**config.mk**
```make
export PLATFORM = sky130hd
export DESIGN_NAME = dma2d_read_master
export DESIGN_NICKNAME = d
export VERILOG_FILES = /design/src/rtl/dma2d_read_master.sv
export SDC_FILE = /design/constraint.sdc
export NUM_CORES = 1
export LEC_CHECK = 0
export BUFFER_PORTS_ARGS = -buffer_cell sky130_fd_sc_hd__buf_2
export CORE_MARGIN = 3
export CORE_UTILIZATION = 40
export DETAILED_ROUTE_END_ITERATION = 7
export PLACE_DENSITY = 0.71
export SYNTH_ARGS = -nofsm -noshare
export SYNTH_HDL_FRONTEND = slang
export SYNTH_SLANG_ARGS = --single-unit
```
**constraint.sdc**
```tcl
create_clock -name clk -period 22.8 [get_ports clk]
set_input_delay 4.56 -clock clk [delete_from_list [all_inputs] [get_ports clk]]
set_output_delay 4.56 -clock clk [all_outputs]
set_load 0.01 [all_outputs]
```
**src/rtl/dma2d_read_master.sv**
```systemverilog
// Purpose : AXI4 read master for the 2D DMA source path. It fetches width x height bytes
//           at line pitch stride, in INCR bursts of at most 64 B. A burst never crosses a
//           line end or a 4 KB page.
// Latency : i_start -> arvalid 2 cycles; rlast beat -> next arvalid 2 cycles; beats reach the FIFO in the same cycle.
// Backpr. : a burst is issued only once i_fifo_space covers all of its beats, so rready is never withdrawn.
// Ports   : clk/reset_n; i_start + image geometry in; o_read_done/o_busy/o_rresp_err status;
//           i_fifo_space, o_fifo_wr_en/o_fifo_wdata to the transfer FIFO; m_axi_ar*/m_axi_r* read channels.
module dma2d_read_master #(
  parameter int C_M_AXI_ADDR_WIDTH = 32,
  parameter int C_M_AXI_DATA_WIDTH = 32
) (
  input  logic                          clk,
  input  logic                          reset_n,
  input  logic                          i_start,
  input  logic [31:0]                   i_src_addr,
  input  logic [31:0]                   i_img_width,
  input  logic [31:0]                   i_img_height,
  input  logic [31:0]                   i_img_stride,
  output logic                          o_read_done,
  output logic                          o_busy,
  output logic                          o_rresp_err,
  input  logic [15:0]                   i_fifo_space,
  output logic                          o_fifo_wr_en,
  output logic [C_M_AXI_DATA_WIDTH-1:0] o_fifo_wdata,
  output logic [C_M_AXI_ADDR_WIDTH-1:0] m_axi_araddr,
  output logic [7:0]                    m_axi_arlen,
  output logic [2:0]                    m_axi_arsize,
  output logic [1:0]                    m_axi_arburst,
  output logic                          m_axi_arvalid,
  input  logic                          m_axi_arready,
  input  logic [C_M_AXI_DATA_WIDTH-1:0] m_axi_rdata,
  input  logic [1:0]                    m_axi_rresp,
  input  logic                          m_axi_rlast,
  input  logic                          m_axi_rvalid,
  output logic                          m_axi_rready
);

  typedef enum logic [1:0] {IDLE, CALC, AR_PHASE, R_PHASE} state_t;

  state_t      state, state_nxt;
  logic [31:0] width_q, height_q, stride_q;
  logic [31:0] cur_addr, line_start, line_done, line_cnt, burst_bytes;
  logic [7:0]  arlen_q;
  logic        read_done_q, rresp_err_q;

  logic [31:0] rem_line, rem_page, calc_bytes, calc_beats;
  logic        space_ok, beat, last_beat, line_end, final_line, start_ok, empty_job;

  // Burst size: the smallest of the 64 B cap, the bytes left in the line and the bytes left in the 4 KB page.
  always_comb begin
    rem_line   = width_q - line_done;
    rem_page   = 32'h0000_1000 - {20'd0, cur_addr[11:0]};
    calc_bytes = 32'd64;
    if (rem_line < calc_bytes) calc_bytes = rem_line;
    if (rem_page < calc_bytes) calc_bytes = rem_page;
    calc_beats = calc_bytes >> 2;
  end

  assign space_ok   = {16'd0, i_fifo_space} >= calc_beats;
  assign beat       = m_axi_rvalid & m_axi_rready;
  assign last_beat  = beat & m_axi_rlast;
  assign line_end   = (line_done + burst_bytes) >= width_q;
  assign final_line = line_cnt == (height_q - 32'd1);
  assign start_ok   = (state == IDLE) && i_start;
  assign empty_job  = (i_img_width == 32'd0) || (i_img_height == 32'd0);

  // State register
  always_ff @(posedge clk or negedge reset_n) begin
    if (!reset_n) state <= IDLE;
    else          state <= state_nxt;
  end

  // Next-state logic. rlast alone ends a burst; no beat counter is kept.
  always_comb begin
    state_nxt = state;
    case (state)
      IDLE:     if (i_start && !empty_job) state_nxt = CALC;
      CALC:     if (space_ok) state_nxt = AR_PHASE;
      AR_PHASE: if (m_axi_arready) state_nxt = R_PHASE;
      R_PHASE:  if (last_beat) state_nxt = (line_end && final_line) ? IDLE : CALC;
      default:  state_nxt = IDLE;
    endcase
  end

  // Output decode on the registered state
  always_comb begin
    m_axi_arvalid = (state == AR_PHASE);
    m_axi_rready  = (state == R_PHASE);
    o_busy        = (state != IDLE);
  end

  // Datapath registers. cur_addr and arlen_q only change outside AR_PHASE,
  // so the AR payload stays stable until arready.
  always_ff @(posedge clk or negedge reset_n) begin
    if (!reset_n) begin
      width_q     <= '0;
      height_q    <= '0;
      stride_q    <= '0;
      cur_addr    <= '0;
      line_start  <= '0;
      line_done   <= '0;
      line_cnt    <= '0;
      burst_bytes <= '0;
      arlen_q     <= '0;
      read_done_q <= 1'b0;
      rresp_err_q <= 1'b0;
    end else begin
      if (start_ok) begin
        width_q     <= i_img_width;
        height_q    <= i_img_height;
        stride_q    <= i_img_stride;
        cur_addr    <= i_src_addr;
        line_start  <= i_src_addr;
        line_done   <= '0;
        line_cnt    <= '0;
        read_done_q <= empty_job;
        rresp_err_q <= 1'b0;
      end
      if (state == CALC) begin
        burst_bytes <= calc_bytes;
        arlen_q     <= calc_beats[7:0] - 8'd1;
      end
      if (beat && (m_axi_rresp != 2'b00)) rresp_err_q <= 1'b1;
      if ((state == R_PHASE) && last_beat) begin
        if (line_end) begin
          line_start <= line_start + stride_q;
          cur_addr   <= line_start + stride_q;
          line_done  <= '0;
          line_cnt   <= line_cnt + 32'd1;
          if (final_line) read_done_q <= 1'b1;
        end else begin
          cur_addr  <= cur_addr + burst_bytes;
          line_done <= line_done + burst_bytes;
        end
      end
    end
  end

  assign m_axi_araddr  = cur_addr[C_M_AXI_ADDR_WIDTH-1:0];
  assign m_axi_arlen   = arlen_q;
  assign m_axi_arsize  = 3'b010;
  assign m_axi_arburst = 2'b01;
  assign o_fifo_wr_en  = beat;
  assign o_fifo_wdata  = m_axi_rdata;
  assign o_read_done   = read_done_q;
  assign o_rresp_err   = rresp_err_q;

endmodule

```
Word-level counts from Yosys, hierarchy flattened
Cells that the tools add are included.
{"block": "totals", "wordCells": 75, "ff_bits": 268, "inputBits": 184, "out_inout_bits": 83}
{"block": "classes", "n_mux": 26, "reduce_logical": 15, "order_cmp": 4, "n_addsub": 8, "n_eq_ne": 8, "bitwise_logic": 2}
{"operator": "$mux 32", "n": 14}
{"operator": "$add 32x32->32", "n": 3}
{"operator": "$logic_not 32->1", "n": 2}
{"operator": "$add 32x1->32 const B", "n": 1}
{"operator": "$eq 32x32->1", "n": 1}
{"operator": "$ge 32x32->1", "n": 1}
{"operator": "$lt 32x32->1", "n": 1}
{"operator": "$lt 32x7->1 const B", "n": 1}
{"operator": "$sub 32x1->32 const B", "n": 1}
{"operator": "$sub 32x32->32", "n": 1}
{"operator": "$ge 16x30->1", "n": 1}
{"operator": "$sub 13x12->14 const A", "n": 1}
{"operator": "$mux 2", "n": 4}
{"operator": "$pmux 2 s4", "n": 1}
{"operator": "$reduce_bool 2->1", "n": 4}
{"operator": "$sub 8x1->8 const B", "n": 1}
{"operator": "$mux 1", "n": 7}
{"operator": "$ne 2x1->1 const B", "n": 3}
{"operator": "$logic_and 1x1->1", "n": 5}
{"operator": "$eq 2x2->1 const B", "n": 2}
{"operator": "$reduce_and 4->1", "n": 1}
{"operator": "$and 1x1->1", "n": 2}
{"operator": "$eq 2x1->1 const B", "n": 1}
{"operator": "$logic_not 2->1", "n": 1}
{"operator": "3 further kinds", "n": 3}

Logic depth before layout (Yosys ltp)
{"block": "logic_depth", "word_depth": 8, "ltp_mapped": 36, "depth_no_buf": 34}

Least setup slack after synthesis
Ideal clock, no wire load.
{"block": "synth_path", "kind": "input to output", "start": "input m_axi_rvalid", "end": "output o_fifo_wr_en", "required_time_ns": 18.240, "setup_slack_ns": 13.501, "path_buffers": 0, "t_arrival_ns": 4.739, "path_stages": 1, "cell_sequence": "and2_1"}
{"block": "synth_between", "elab_chain_cells": 1}
{"element": "start, declared", "line": "34", "rtl": "input logic m_axi_rvalid,"}
{"element": "$and 1x1->1", "line": "60", "rtl": "assign beat = m_axi_rvalid & m_axi_rready;"}
{"element": "end, declared", "line": "23", "rtl": "output logic o_fifo_wr_en,"}
No other way between the ends.

Worst setup path after layout
Same ends and word-level chain as after synthesis.

==> metrics.csv <==
stage;metric;value;unit
detailed_routing;wl_per_cell;18.0;microns
sta;min_period_over_period;42.2;%
cts;ctsHoldBuffers;0;
yosys;netlist_instances;2622;
global_route;grt_start_max_net_pins;101;
sta;worstMarginPinSlew;1050;ps
power;vdd_drop_max;0.0615;mV
place;gp_congestion;0.943;
layout;multi_input_area;0.0135;sq mm
layout;fin_cells;3441;
floorplan;die_h;237;microns
worst_setup_path;worst_ep_arrival_time;5050;ps
detailed_routing;routed_wl;61.9;mm
global_route;overflow;0;
yosys;synth_warnings;0;
layout;final_cell_mix;nand2_1, dfrtp_1, buf_2, o21ai_0;
worst_setup_path;ff2ff_setup_slack;14570;ps
cts;htreeDepth;2;
yosys;ys_seq_area_share;31.5;%
yosys;synthSimpleGateAreaFrac;21.5;%
place;dp_hpwl;47.5;mm
status;status;completed;
floorplan;coreArea;0.0519;sq mm
layout;nNetsFinal;3121;
yosys;synth.area.top_cells;dfrtp_1, ha_1, nand2_1;
floorplan;dieArea;0.0559;sq mm
worst_setup_path;critPathMaxFanout;3;
cts;tritoncts;yes;
floorplan;die_w;237;microns
sta;relSlewSlack;28.5;%
cts;cts_buffers;35;
yosys;synth_area_per_cell;8.11;sq um
worst_setup_path;crit_path_end_kind;output pin;
power;p_per_area;147;mW/mm^2
yosys;ys_ff_latch;268;
detailed_routing;antenna_left;0;
sta;tns;0;ps
worst_setup_path;crit_path_start_kind;input pin;
yosys;synth_top_area_share;31.5;%
detailed_routing;drc;0;
sta;rsz0062_at_grt;false;
place;io_buffers;197;
yosys;synth-edff-count;0;
global_route;grt_pass1_wl;99.1;mm
layout;nFillCells;5200;
floorplan;start_util;40.9;%
cts;clk_latency;540;ps
cts;cts_setup_buffers;0;
yosys;synthMuxAreaShare;1.34;%
sta;period_needed;9610;ps
place;dpl.cell_count;3384;
detailed_routing;vias;19300;
cts;cts_resized;0;
global_route;globalRouteTotalUtil;21.5;%
worst_setup_path;crit_path_start;m_axi_rvalid;
cts;clk_pin_slew;60;ps
floorplan;io-pin-count;267;
job;maxCapViolCount;0;
yosys;synth.distinct_cells;87;
cts;clk_path_buf_depth;3;
layout;final_common_cell;nand2_1;
global_route;first_global_vias;18300;
sta;fin_ws;13190;ps
global_route;antenna_found_initial;1;
layout;seqCellArea;0.00671;sq mm
yosys;syn-cell-area;0.0213;sq mm
yosys;synth-xor-area-share;6.18;%
detailed_routing;avgViaCountPerCell;5.62;
yosys;yosysTopAreaCell;dfrtp_1;
sta;fmax;0.104;GHz
layout;n_antenna_cell;0;
detailed_routing;first_pass_iters;5;
yosys;synth-adder-area-share;11.7;%
yosys;synth_top_family_by_area;compound AO/OA/AOI/OAI gates;
worst_setup_path;r2r_start;width_q[0];
sta;hold_violations;0;
power;total_power;3.47;mW
yosys;async_reset_ff_share;100;%
hold_path;hp-class;register to register;
yosys;synth_compound_area_share;22.3;%
detailed_routing;drtIter0Drc;1508;
yosys;synthFlopType;dfrtp_1;
hold_path;hp-start;o_rresp_err;
sta;setup_viol;0;
floorplan;rows;83;
cts;clock-sinks;268;
place;pre_cts_ws;13220;ps
worst_setup_path;worstSetupPathType;input pin to output pin;
cts;clock-root-buffer;clkbuf_16;
worst_setup_path;required;18240;ps
sta;slew_violations;0;
power;leakagePower;11.3;nW
layout;drive_above_1_share;10.7;%
sta;finClkSkew;21.5;ps
layout;syn_to_final_growth;11.4;%
area by class of cell:
class / count / share of cell area (%)
multi-input combinational: 2098 / 56.8
clock inverter: 11 / 0.497
inverter: 123 / 1.95
tap: 680 / 3.59
clock buffer: 46 / 4.04
sequential: 268 / 28.3
timing repair buffer: 215 / 4.78
cells in the mapped netlist (24+ instances only):
master,n
a21o_1,59
nand4_1,25
nor2b_1,38
xor2_1,58
nor2_1,163
and3_1,61
nor3_1,55
ha_1,192
a22o_1,31
nor4_1,30
nand3_1,56
nand2_1,423
dfrtp_1,268
inv_1,123
buf_4,38
o21ai_0,194
clkbuf_1,93
xnor2_1,92
a31oi_1,42
mux2i_1,24
a21oi_1,192
nand2b_1,31
o21a_1,24
a211oi_1,50
critical path, stage by stage:
cell and delay (ps):
buf_2 80, and2_1 240, buf_2 170
metal layers:
metal,track usage (%),routed length (microns),vias up
li1,-,-,9637
met1,32.1,30300,9038
met2,31.6,26000,563
met3,3.45,3770,98
met4,7.07,1830,2
met5,0,10,-
cell families (layout without fill, tap and decap cells):
family / count (synthesis) / count (layout)
AOI/OAI and AO/OA: 742 / 742
xor gates and xnor gates: 150 / 150
adders and majority gates: 196 / 196
buffers and inverters: 270 / 395
DFF: 268 / 268
muxes: 28 / 28
other: 2 / 16
and+or+nand+nor: 966 / 966
sequential cells by signal, summed over array words and instances (netlist names):
name          flops
burst_bytes      32
height_q         32
line_cnt         32
line_done        32
line_start       32
m_axi_araddr     32
m_axi_arlen       8
o_read_done       1
o_rresp_err       1
state             2
stride_q         32
width_q          32
per-stage QoR:
step / area [sq um] / hold slack, ps / util (%)
floorplan: 21300 / 452 / -
global placement: 22600 / 449 / 43.5
detailed placement: 22600 / 465 / 43.5
CTS: 23700 / 478 / 45.6
global route: 23700 / 520 / 45.6
finish: 23700 / 476 / 45.6
where the power goes:
part	total (mW)	internal [mW]	leakage [nW]	switching, mW
Combinational	2.12	0.843	7.31	1.28
Clock	0.529	0.317	0.525	0.212
Sequential	0.821	0.645	3.42	0.176
worst paths after layout:
path,cells past startpoint,endpoint
setup / recovery,3,o_fifo_wr_en
max in group asynchronous,4,line_done[30]
hold / removal,2,o_rresp_err
min in group asynchronous,1,stride_q[2]
hold reg to reg,2,o_rresp_err
setup reg to reg,34,state[1]
Note: power is estimated with default switching activity, not from simulation.
